[config.mk]
export PLATFORM = sky130hd
export DESIGN_NAME = vga_timing_gen
export DESIGN_NICKNAME = d
export VERILOG_FILES = /design/src/rtl/vga_timing_gen.sv
export SDC_FILE = /design/constraint.sdc
export NUM_CORES = 1
export LEC_CHECK = 0
export CAP_MARGIN = 10
export CORE_MARGIN = 2
export CORE_UTILIZATION = 55
export DETAILED_ROUTE_END_ITERATION = 16
export DONT_BUFFER_PORTS = 1
export GPL_ROUTABILITY_DRIVEN = 1
export GPL_TIMING_DRIVEN = 0
export HOLD_SLACK_MARGIN = 0.12
export PLACE_DENSITY_LB_ADDON = 0.2
export SKIP_LAST_GASP = 1
export SLEW_MARGIN = 0
export SYNTH_ARGS = -nofsm -noshare
export SYNTH_HDL_FRONTEND = slang
export SYNTH_SLANG_ARGS = --single-unit
[constraint.sdc]
create_clock -name clk -period 7.2 [get_ports clk]
set_clock_uncertainty 0.2 [all_clocks]
set_input_delay 0.72 -clock clk [delete_from_list [all_inputs] [get_ports clk]]
set_output_delay 0.72 -clock clk [all_outputs]
set_load 0.03 [all_outputs]
[src/rtl/vga_timing_gen.sv]
// vga_timing_gen: 640x480@60 VGA raster timing with a registered, blanked RGB565 output stage.
// Optional macro VGA_PREFETCH_EN registers pixel_req/xpos/ypos one position ahead for a synchronous-read renderer.
module vga_timing_gen #(
  parameter int H_SYNC   = 96,
  parameter int H_BACK   = 48,
  parameter int H_DISP   = 640,
  parameter int H_FRONT  = 16,
  parameter int V_SYNC   = 2,
  parameter int V_BACK   = 33,
  parameter int V_DISP   = 480,
  parameter int V_FRONT  = 10,
  parameter int SYNC_POL = 0
) (
  input  logic        clk,
  input  logic        rst,
  input  logic [15:0] pixel_data,
  output logic        pixel_req,
  output logic [10:0] pixel_xpos,
  output logic [10:0] pixel_ypos,
  output logic        vga_hs,
  output logic        vga_vs,
  output logic        vga_de,
  output logic [15:0] vga_rgb,
  output logic        frame_start
);
  localparam logic [10:0] H_LAST     = 11'(H_SYNC + H_BACK + H_DISP + H_FRONT - 1);
  localparam logic [10:0] V_LAST     = 11'(V_SYNC + V_BACK + V_DISP + V_FRONT - 1);
  localparam logic [10:0] H_SYNC_END = 11'(H_SYNC);
  localparam logic [10:0] V_SYNC_END = 11'(V_SYNC);
  localparam logic [10:0] H_START    = 11'(H_SYNC + H_BACK);
  localparam logic [10:0] H_END      = 11'(H_SYNC + H_BACK + H_DISP);
  localparam logic [10:0] V_START    = 11'(V_SYNC + V_BACK);
  localparam logic [10:0] V_END      = 11'(V_SYNC + V_BACK + V_DISP);
  localparam logic        SYNC_ACT   = (SYNC_POL != 0);

  function automatic logic [10:0] h_next(input logic [10:0] h);
    return (h == H_LAST) ? 11'd0 : h + 11'd1;
  endfunction

  // The line counter only moves on the cycle the pixel counter wraps.
  function automatic logic [10:0] v_next(input logic [10:0] h, input logic [10:0] v);
    if (h != H_LAST) return v;
    return (v == V_LAST) ? 11'd0 : v + 11'd1;
  endfunction

  function automatic logic in_disp(input logic [10:0] h, input logic [10:0] v);
    return (h >= H_START) && (h < H_END) && (v >= V_START) && (v < V_END);
  endfunction

  logic [10:0] hcnt_q, hcnt_d;
  logic [10:0] vcnt_q, vcnt_d;
  logic        hs_raw, vs_raw, de_raw;
  logic        hs_q, vs_q, de_q, fs_q;
  logic [15:0] rgb_q;

  always_comb begin
    hcnt_d = h_next(hcnt_q);
    vcnt_d = v_next(hcnt_q, vcnt_q);
    hs_raw = (hcnt_q < H_SYNC_END);
    vs_raw = (vcnt_q < V_SYNC_END);
    de_raw = in_disp(hcnt_q, vcnt_q);
  end

  always_ff @(posedge clk) begin
    if (rst) begin
      hcnt_q <= 11'd0;
      vcnt_q <= 11'd0;
      hs_q   <= ~SYNC_ACT;
      vs_q   <= ~SYNC_ACT;
      de_q   <= 1'b0;
      rgb_q  <= 16'h0000;
      fs_q   <= 1'b0;
    end else begin
      hcnt_q <= hcnt_d;
      vcnt_q <= vcnt_d;
      hs_q   <= hs_raw ? SYNC_ACT : ~SYNC_ACT;
      vs_q   <= vs_raw ? SYNC_ACT : ~SYNC_ACT;
      de_q   <= de_raw;
      rgb_q  <= de_raw ? pixel_data : 16'h0000;
      fs_q   <= (hcnt_q == 11'd0) && (vcnt_q == 11'd0);
    end
  end

  assign vga_hs      = hs_q;
  assign vga_vs      = vs_q;
  assign vga_de      = de_q;
  assign vga_rgb     = rgb_q;
  assign frame_start = fs_q;

`ifdef VGA_PREFETCH_EN
  // After this edge the counter sits at (hcnt_d, vcnt_d); the request must already describe the position after that.
  logic [10:0] ahead_h_d, ahead_v_d;
  logic        ahead_de_d;
  logic        req_q;
  logic [10:0] xpos_q, ypos_q;

  always_comb begin
    ahead_h_d  = h_next(hcnt_d);
    ahead_v_d  = v_next(hcnt_d, vcnt_d);
    ahead_de_d = in_disp(ahead_h_d, ahead_v_d);
  end

  always_ff @(posedge clk) begin
    if (rst) begin
      req_q  <= 1'b0;
      xpos_q <= 11'd0;
      ypos_q <= 11'd0;
    end else begin
      req_q  <= ahead_de_d;
      xpos_q <= ahead_de_d ? ahead_h_d - H_START : 11'd0;
      ypos_q <= ahead_de_d ? ahead_v_d - V_START : 11'd0;
    end
  end

  assign pixel_req  = req_q;
  assign pixel_xpos = xpos_q;
  assign pixel_ypos = ypos_q;
`else
  assign pixel_req  = de_raw;
  assign pixel_xpos = de_raw ? hcnt_q - H_START : 11'd0;
  assign pixel_ypos = de_raw ? vcnt_q - V_START : 11'd0;
`endif

endmodule
* Word-level counts from Yosys, hierarchy flattened *
Index checks and enable logic that the tools add are counted.

storage, ports and cells
  memories = 0
  bits in registers = 42
  output and inout bits = 43
  RAM bits = 0
  input port bits = 18
  bits in read-only memories = 0
  logic and storage cells = 37
  bits in latches = 0

operators by class
  bitwise gates (word level) = 1
  mux-type cells = 7
  reductions and logical operators = 8
  div/mod/pow operators = 0
  multipliers = 0
  add/subtract/negate cells = 4
  equal/unequal tests = 4
  $lt $le $gt $ge = 6
  shifts and indexed selects = 0

operators by type and width
  operator                                              count
  two-way mux 11 bit                                    4
  adder 11 x 1 -> 11 bit, second input constant         2
  == test 11 x 10 -> 1 bit, second input constant       2
  zero test 11 bit                                      2
  < comparator 11 x 10 -> 1 bit, second input constant  2
  >= comparator 11 x 6 -> 1 bit, second input constant  1
  >= comparator 11 x 8 -> 1 bit, second input constant  1
  < comparator 11 x 2 -> 1 bit, second input constant   1
  < comparator 11 x 7 -> 1 bit, second input constant   1
  != test 11 x 10 -> 1 bit, second input constant       1
  subtractor 11 x 6 -> 11 bit, second input constant    1
  subtractor 11 x 8 -> 11 bit, second input constant    1
  logical AND 1 bit                                     4
  OR reduction 2 bit                                    2
  two-way mux 1 bit                                     3
  != test 2 bit, second input constant                  1
  inverter 1 bit                                        1

* Longest topological paths before layout *
Gate-level depths: netlist (run 1).

  depth after elaboration = 6
  depth in mapped cells = 7
  gate-level depth less buffers = 6

* Worst setup path after synthesis (run 1) *
OpenSTA, ideal clock, no wires.

  kind = reg2out
  start = reg vcnt_q[0]
  end = out pixel_xpos[7]
  arrival = 2.415 ns
  cell stages (with the launch flop) = 8
  buffers on the path = 2
  required time = 6.280 ns
  slack = 3.865 ns
  cells stage by stage = dfxtp_1 > ha_1 > buf_4 > or4_1 > o21ai_0 > a22o_1 > clkbuf_1 > nor4b_1

between the ends
  cells in the longest elaborated chain, start to end = 4
  elaborated cells between the ends (all ways) = 5
  classes of those cells = order compare (2); mux (1); reduce/logical (2)

ends and longest elaborated chain
  what                           RTL line  source
  start: declaration             51        logic [10:0] vcnt_q, vcnt_d;
  start signal: assignment       75        vcnt_q <= vcnt_d;
  >= comparator 11 x 6 -> 1 bit  47        return (h >= H_START) && (h < H_END) && (v >= V_START) && (v < V_END);
  logical AND 1 bit              47
  logical AND 1 bit (*)          47
  two-way mux 11 bit (*)         120       assign pixel_xpos = de_raw ? hcnt_q - H_START : 11'd0;
  end: declaration               18        output logic [10:0] pixel_xpos,

Every way passes the cells marked *; elsewhere a longest branch is shown, timed or not.

* Worst setup path after layout (run 1) *
  start = reg vcnt_q[0]
  end = out pixel_ypos[10]

between the ends
  cells in the longest elaborated chain, start to end = 4
  elaborated cells between the ends (all ways) = 6
  classes of those cells = add/sub (1); order compare (2); mux (1); reduce/logical (2)

ends and longest elaborated chain
  what                             RTL line  source
  >= comparator 11 x 6 -> 1 bit    47
  logical AND 1 bit (2 in series)  47
  two-way mux 11 bit (*)           121       assign pixel_ypos = de_raw ? vcnt_q - V_START : 11'd0;
  end: declaration                 19        output logic [10:0] pixel_ypos,

Marked as above.

==> flow_summary.toml, run 1 <==
[outcome]
status = "complete, no violations"

[pwr]
ir_drop_mv = 0.06284
power_uw = 399.2
p_leak_nw = 0.9027
power.density_mw_per_mm2 = 165.2

[finish]
fin_area_mm2 = 0.002416
layout_commonest_cell = "dfxtp_1"
final_util_pct = 60.40
n_antenna_cell = 0
n_fill_cell = 370
multi_input_area_mm2 = 0.001169
register_area_um2 = 840.8
layout-drive-gt1-share_pct = 8.651
final_cell_mix = "42 x dfxtp_1, 31 x nor3_1, 29 x inv_1, 18 x nor2_1, 18 x nor4_1"
area_delta_synth_final_pct = 6.450
finish.net_count = 315

[critical_path]
slowest_stage = "nor3_1"
worstPathRequired_ns = 6.28
startpoint_type = "flip-flop"
worstSetupPathType = "flip-flop to output pin"
endpoint_kind = "output pin"
r2r-start = "hcnt_q[4]"
crit_arrival_ns = 2.80
path_cells = "ha_1 -> buf_4 -> o41ai_1 -> nor3b_1 -> xnor2_1 -> nor3_1"
reg2reg_to = "vcnt_q[6]"
cpLargestDelayFamily = "simple AND/OR/NAND/NOR gates"
slowest_delay_ns = 0.71
reg2reg_depth = 6
crit_buf_inv = 1
timing.reg2reg.setup_slack_ns = 4.61
cp_max_fo = 10

[place]
place_hpwl_um = 3690
gp_congestion = 0.8477
dpl_cell_area_mm2 = 0.002337
io_buffers = 0

[sta]
period_needed_ns = 3.724
fmax_mhz = 268.5
rsz0062_at_grt = "false"
finalSetupViolations = 0
hold_violations = 0
finalCritPeriodShare_pct = 51.72
worst_pin_slew_ns = 0.9934
relSlewSlack_pct = 33.38
maxSlewViolCount = 0
finalSetupTns_ns = 0

[synthesis]
synth_ff_type = "dfxtp_1"
ys_types = 44
synth-simple-area-share_pct = 30.04
synth_edf_count = 0
netlist_area_mm2 = 0.002270
ys_async_sr_fraction_pct = 0
synth_mux_area_share_pct = 0
synth_nets = 307
syn_avg_cell_area_um2 = 8.077
synth_compound_area_share_pct = 9.702
synth-xor-area-share_pct = 7.332
ys_seq_area_share_pct = 37.05
synth_top_family_by_area = "simple AND/OR/NAND/NOR gates"
synth_adder_area_share_pct = 4.410
syn_inst = 281
yosysWarningCount = 0
synth-seq-cells = 42

[clock_network]
ctsHoldBuffers = 0
clk_latency_ns = 0.29
clock-sinks = 42
htreeDepth = 2
cts_buffer_depth = 2
cts_post_setup_buffers_inserted = 0
cts_buffers = 5
cts-resized-gates = 0
cts_tree = "done"
root_buffer = "clkbuf_8"
clk_pin_slew_ns = 0.08

[floorplanning]
core.rowCount = 23
dieWidth_um = 68.24
initial_core_util_pct = 56.74
core-area_mm2 = 0.004000
die_h_um = 68.24
io_pins = 61
die_area_mm2 = 0.004657

[drt]
wl_per_cell_um = 15.09
via_per_inst = 5.894
vias = 1998
drtPass1Iterations = 5
drtIter0Drc = 125
postRouteAntennaNets = 0
wirelength_um = 5115
drc = 0

[grt]
globalRouteOverflowTotal = 0
grt_usage_pct = 23.39
first_global_vias = 1682
grt_pass1_wl_um = 8176
antenna_found_initial = 0
grt_max_degree = 13

[min_path]
min_path_cells = 1
min_from = "hcnt_q[0]"
whs_endpoint = "hcnt_q[0]"
hold_class = "flip-flop to flip-flop"

[run]
maxCapViolations = 0
[final cells by class]
class	instances	share of cell area, %
well taps	50	2.589
repair buffers	1	0.2071
inverters	29	4.505
plain buffers	25	6.266
multi-input cells	185	48.37
clock buffers	5	2.848
clock inverters	2	0.4143
flip-flops and latches	42	34.80
[cells in the mapped netlist, types with 2 or more instances]
cell | count | area share, %
nand2b_1 | 2 | 0.55
dfxtp_1 | 42 | 37
xor2_1 | 2 | 0.77
buf_4 | 2 | 0.66
a21oi_1 | 12 | 2.6
nand2_1 | 12 | 2.0
xnor2_1 | 17 | 6.6
nor2b_1 | 2 | 0.55
nor3_1 | 31 | 6.8
a211oi_1 | 2 | 0.66
buf_6 | 5 | 2.5
nor2_1 | 18 | 3.0
ha_1 | 8 | 4.4
or4_1 | 4 | 1.3
o21ai_0 | 10 | 2.2
nor4_1 | 18 | 5.0
inv_1 | 29 | 4.8
nand3_1 | 8 | 1.8
o41ai_1 | 2 | 0.77
o31ai_1 | 3 | 0.99
or3_1 | 9 | 2.5
clkbuf_1 | 15 | 2.5
nand4_1 | 7 | 1.9
[flip-flops by register name, summed over array words and instances (netlist names)]
| signal | count |
|---|---|
| frame_start | 1 |
| vga_vs | 1 |
| vcnt_q | 11 |
| vga_rgb | 16 |
| vga_de | 1 |
| vga_hs | 1 |
| hcnt_q | 11 |
[power breakdown]
group,switching [mW],internal [mW],total [mW]
Sequential,0.00434,0.235,0.239
Clock,0.0798,0.0651,0.145
Combinational,0.0100,0.00524,0.0153
[stage by stage]
stage | hold slack (ns) | setup WS, ns | std cells
after global placement | 0.2697 | 3.514 | 331
after global routing | 0.3277 | 3.206 | 339
after floorplan | 0.2524 | 3.865 | 281
after detailed placement | 0.2931 | 3.814 | 332
final | 0.3129 | 3.476 | 339
after CTS | 0.3105 | 3.469 | 339
[worst max-delay path by stage]
stage / end / from / cells past startpoint / slack [ns]
floorplan: pixel_xpos[7] / vcnt_q[0] / 7 / 3.87
global placement: pixel_xpos[7] / vcnt_q[0] / 7 / 3.51
detailed placement: pixel_ypos[10] / vcnt_q[0] / 6 / 3.81
CTS: pixel_ypos[10] / vcnt_q[0] / 6 / 3.47
global route: pixel_ypos[10] / vcnt_q[0] / 6 / 3.21
finish: pixel_ypos[10] / vcnt_q[0] / 6 / 3.48
[worst register-to-register path, delay by kind of cell (launching register included)]
kind / cells / cell delay [ns]
and+or+nand+nor: 3 / 1.31
adders and majority gates: 1 / 0.24
AOI/OAI and AO/OA: 1 / 0.13
buffers and inverters: 1 / 0.15
DFF: 1 / 0.50
[kinds of logic after synthesis]
family | count (synthesis)
and+or+nand+nor | 123
buffers and inverters | 54
DFF | 42
AOI/OAI and AO/OA | 35
xor gates and xnor gates | 19
adders and majority gates | 8
[routing by layer]
layer,track usage (%),vias up,share of wire (%)
li1,-,992,-
met1,31.90,902,47
met2,36.04,97,44
met3,5.592,7,8.3
met4,7.750,0,1.3
met5,0,-,0
(Power assumes the default switching activity.)
==> run 2: changes to the inputs <==
==> constraint.sdc (replaced) <==
create_clock -name clk -period 3.4 [get_ports clk]
set_clock_uncertainty 0.2 [all_clocks]
set_input_delay 0.34 -clock clk [delete_from_list [all_inputs] [get_ports clk]]
set_output_delay 0.34 -clock clk [all_outputs]
set_load 0.03 [all_outputs]
==> run 2 against run 1 <==
  * Sequential share of layout area down 2.8 points
  * Non-clock buffer count up 16
  * Cell count up 4.7%
  * Via count up 3.8%
  * Clock power up 110%
  * Design area up 8.7%
  * Utilization up 5.3 points
  * Global-route usage up 0.55 points
  * Sequential power up 110%
  * Total power up 120%
  * Highest routed layer unchanged
==> flow_summary.toml, run 2 (synthesis gave the netlist of run 1 again) <==
[grt]
grt_max_degree = 13
globalRouteOverflowTotal = 0
grt_pass1_wl_um = 8404
antenna_found_initial = 0
first_global_vias = 1759
grt_usage_pct = 23.94

[place]
io_buffers = 0
place_hpwl_um = 3690
gp_congestion = 0.8477

[min_path]
whs_endpoint = "hcnt_q[0]"
min_path_cells = 1
min_from = "hcnt_q[0]"
hold_class = "flip-flop to flip-flop"

[floorplanning]
core.rowCount = 23
dieWidth_um = 68.24
initial_core_util_pct = 56.74
die_area_mm2 = 0.004657
die_h_um = 68.24
core-area_mm2 = 0.004000
io_pins = 61

[drt]
wl_met2_um = 2392
highest_layer = "met4"
drc = 0
routed-wl-met3_um = 535
drtIter0Drc = 123
drtPass1Iterations = 4
via_per_inst = 5.842
postRouteAntennaNets = 0
wirelength_um = 5436
vias = 2074
wl_per_cell_um = 15.31
wl_met1_um = 2444

[pwr]
ir_drop_mv = 0.1357
p_leak_nw = 0.9702
power.density_mw_per_mm2 = 326.9

[critical_path]
startpoint_type = "flip-flop"
worstPathRequired_ns = 2.86
timing.reg2reg.setup_slack_ns = 0.81
slowest_stage = "a211oi_1"
cpLargestDelayFamily = "compound AO/OA/AOI/OAI gates"
slowest_delay_ns = 0.85
crit_arrival_ns = 2.76
crit_buf_inv = 2
reg2reg_depth = 6
reg2reg_to = "vcnt_q[6]"
r2r-start = "hcnt_q[4]"
path_cells = "ha_1 -> buf_4 -> or4_1 -> o21ai_0 -> a22o_1 -> clkbuf_1 -> a211oi_1"
endpoint_kind = "output pin"
cp_max_fo = 10
worstSetupPathType = "flip-flop to output pin"

[finish]
final_util_pct = 65.66
layout-drive-gt1-share_pct = 11.48
finish.net_count = 331
layout_commonest_cell = "dfxtp_1"
area_delta_synth_final_pct = 15.71
final_cell_mix = "42 x dfxtp_1, 29 x inv_1, 21 x nor3_1, 18 x nor2_1, 18 x nor4_1"
largest_reg_flops = 16
n_antenna_cell = 0

[sta]
period_needed_ns = 3.304
finalCritPeriodShare_pct = 97.16
worst_pin_slew_ns = 0.9936
relSlewSlack_pct = 33.36
hold_violations = 0
finalSetupViolations = 0
fmax_mhz = 302.7
rsz0062_at_grt = "true"
finalSetupTns_ns = 0
maxSlewViolCount = 0

[clock_network]
clock-sinks = 42
root_buffer = "clkbuf_8"
htreeDepth = 2
clk_latency_ns = 0.29
cts_buffers = 5
cts_tree = "done"
clk_pin_slew_ns = 0.08
cts_buffer_depth = 2

[outcome]
status = "complete, no violations"

[run]
maxCapViolations = 0
==> run 2: how the worst max path moves through the flow <==
stage          startpoint        endpoint  slack [ns]  depth (start not counted)
3_3_place_gp    vcnt_q[0]   pixel_xpos[7]        0.09                          7
3_5_place_dp    vcnt_q[0]  pixel_ypos[10]        0.39                          6
4_1_cts         vcnt_q[0]  pixel_ypos[10]        0.05                          6
6_report        vcnt_q[0]   pixel_ypos[3]         0.1                          7
5_1_grt         vcnt_q[0]   pixel_ypos[4]       -0.07                          7
2_1_floorplan   vcnt_q[0]   pixel_xpos[7]        0.45                          7
==> run 2: metrics by stage <==
step                setup slack [ns]  hold WS, ns  instance area (um^2)  total power, mW  std cells
floorplan                     0.4452       0.2524                  2270           0.5412        281
global placement             0.09398       0.2637                  2332           0.5493        331
detailed placement            0.3938       0.2634                  2337           0.5495        332
CTS                          0.04857       0.3105                  2576           0.8630        355
global route                -0.07142       0.3417                  2626           0.8862        355
finish                       0.09648       0.3083                  2626           0.8585        355
==> run 2: final cells by class <==
class	count	area, um^2
buffer	25	151.4
clock buffer	5	68.82
fill	328	1374
sequential	42	840.8
clock inverter	2	10.01
multi-input combinational	185	1219
tap	50	62.56
timing repair buffer	17	165.2
inverter	29	108.9
==> run 2: power by group <==
part / switching (mW) / internal (mW) / leakage [nW]
clock: 0.167 / 0.138 / 0.0438
sequential: 0.00918 / 0.497 / 0.340
combinational: 0.0249 / 0.0230 / 0.587
total: 0.201 / 0.658 / 0.970
==> run 2: repair_timing <==
action / 4_1_cts / 5_1_grt
gates resized for setup: 0 / 10
hold buffers: 16 / 0
buffers inserted: 0 / 0
endpoints found under the hold margin: 16 / 0
setup endpoints to repair: 0 / 18
==> run 2: routing by layer <==
metal,global-route usage (%),vias up
met5,0,-
met4,7.750,0
met3,6.250,7
met2,37.38,97
met1,32.00,949
li1,-,1021
==> run 3: changes to the inputs <==
--- a/config.mk
+++ b/config.mk
@@ -6,6 +6,7 @@
 export NUM_CORES = 1
 export LEC_CHECK = 0
 export CAP_MARGIN = 10
+export CORE_ASPECT_RATIO = 0.5
 export CORE_MARGIN = 2
 export CORE_UTILIZATION = 55
 export DETAILED_ROUTE_END_ITERATION = 16
==> run 3 against run 2 <==
  * Fmax increased by 0.59%
  * Cell count increased by 1.4%
  * Combinational power decreased by 2%
  * Clock power increased by 58%
  * First-iteration DRC count decreased by 13%
  * Die area increased by 0.67%
  * Total power increased by 20%
  * Largest power group unchanged
==> flow_summary.toml, run 3 (synthesis gave the netlist of run 1 again) <==
[pwr]
p_leak_nw = 0.9943
power.density_mw_per_mm2 = 388.6
ir_drop_mv = 0.2629
power_mw = 1.032

[floorplanning]
dieWidth_um = 94.85
die_area_mm2 = 0.004688
io_pins = 61
core.rowCount = 16
initial_core_util_pct = 57.84
die_h_um = 49.43
core-area_mm2 = 0.003924

[finish]
n_fill_cell = 331
layout.cells.non_filler = 360
final_cell_mix = "42 x dfxtp_1, 29 x inv_1, 28 x nor3_1, 18 x nor2_1, 18 x nor4_1"
largest_reg_flops = 16
layout-drive-gt1-share_pct = 9.477
fin_area_mm2 = 0.002655
finish.net_count = 331
area_delta_synth_final_pct = 16.98
layout_commonest_cell = "dfxtp_1"
n_antenna_cell = 0
final_util_pct = 67.67

[clock_network]
htreeDepth = 2
clk_pin_slew_ns = 0.08
cts_buffer_depth = 2
cts_post_setup_buffers_inserted = 0
cts_buffers = 5
clk_latency_ns = 0.31
clock-sinks = 42
root_buffer = "clkbuf_8"
cts_tree = "done"

[grt]
grt_pass1_wl_um = 8763
grt_max_degree = 15
antenna_found_initial = 0
first_global_vias = 1804
globalRouteOverflowTotal = 0
grt_usage_pct = 24.47

[drt]
vias = 2043
postRouteAntennaNets = 0
wl_per_cell_um = 15.13
via_per_inst = 5.675
drtPass1Iterations = 4
wirelength_um = 5446
drtIter0Drc = 107
drc = 0

[sta]
period_needed_ns = 3.284
rsz0062_at_grt = "true"
setup_ws_ns = 0.1158
worst_pin_slew_ns = 1.007
maxSlewViolCount = 0
relSlewSlack_pct = 32.45
holdWs_ns = 0.3039
hold_violations = 0
finalCritPeriodShare_pct = 96.59
fmax_mhz = 304.5
finalSetupViolations = 0
finalSetupTns_ns = 0

[critical_path]
worstPathRequired_ns = 2.86
crit_arrival_ns = 2.74
cp_max_fo = 10
worstSetupPathType = "flip-flop to output pin"
endpoint_kind = "output pin"
startpoint_type = "flip-flop"

[outcome]
status = "complete, no violations"

[place]
gp_congestion = 0.8870
dpl_cell_area_mm2 = 0.002342
io_buffers = 0
place_inst = 336
place_hpwl_um = 3843
place_ws_ns = 0.4570

[run]
maxCapViolations = 0

[min_path]
hold_class = "flip-flop to flip-flop"
## run 3: cell types whose count changed in the layout (fill, tap and decap cells not counted), sizes merged
cell | before | now
bufinv | 0 | 2
clkinv | 2 | 1
## run 3: area by class of cell
| class | instances | area, um^2 | area share (%) |
|---|---|---|---|
| multi-input combinational | 185 | 1184 | 44.58 |
| clock inverter | 3 | 68.82 | 2.592 |
| clock buffer | 5 | 68.82 | 2.592 |
| inverter | 29 | 108.9 | 4.100 |
| timing repair buffer | 17 | 165.2 | 6.221 |
| buffer | 25 | 151.4 | 5.702 |
| tap | 54 | 67.56 | 2.545 |
| sequential | 42 | 840.8 | 31.67 |
## run 3: what timing repair did
action,in CTS,in global routing
hold endpoints to repair,16,0
resized for setup,0,3
setup endpoints to repair,0,8
hold buffers,16,0
## run 3: path summary, 6_finish.rpt
| check | start | endpoint | slack [ns] | depth (start not counted) |
|---|---|---|---|---|
| max | vcnt_q[0] | pixel_ypos[4] | 0.12 | 7 |
| min | hcnt_q[0] | hcnt_q[0] | 0.30 | 1 |
| max reg2reg | hcnt_q[4] | vcnt_q[6] | 0.80 | 6 |
| min reg2reg | hcnt_q[0] | hcnt_q[0] | 0.30 | 1 |
## run 3: power by group
group | switching (mW) | total (mW) | internal [mW]
Combinational | 0.0238 | 0.0470 | 0.0231
Clock | 0.185 | 0.479 | 0.294
Sequential | 0.00904 | 0.506 | 0.497
Total | 0.217 | 1.03 | 0.814
## run 3: worst max-delay path, stage by stage (launching register included)
cell and delay (ns):
dfxtp_1 0.49, ha_1 0.20, buf_4 0.16, or4_1 0.14, o21ai_0 0.08, a22o_1 0.26, clkbuf_1 0.26, a211oi_1 0.85
## run 3: per-layer routing
metal,vias up,share of wire [%],track usage [%]
li1,1026,-,-
met1,924,46,33.75
met2,85,43,37.94
met3,8,9.9,6.337
met4,0,1.4,6.763
met5,-,0,0
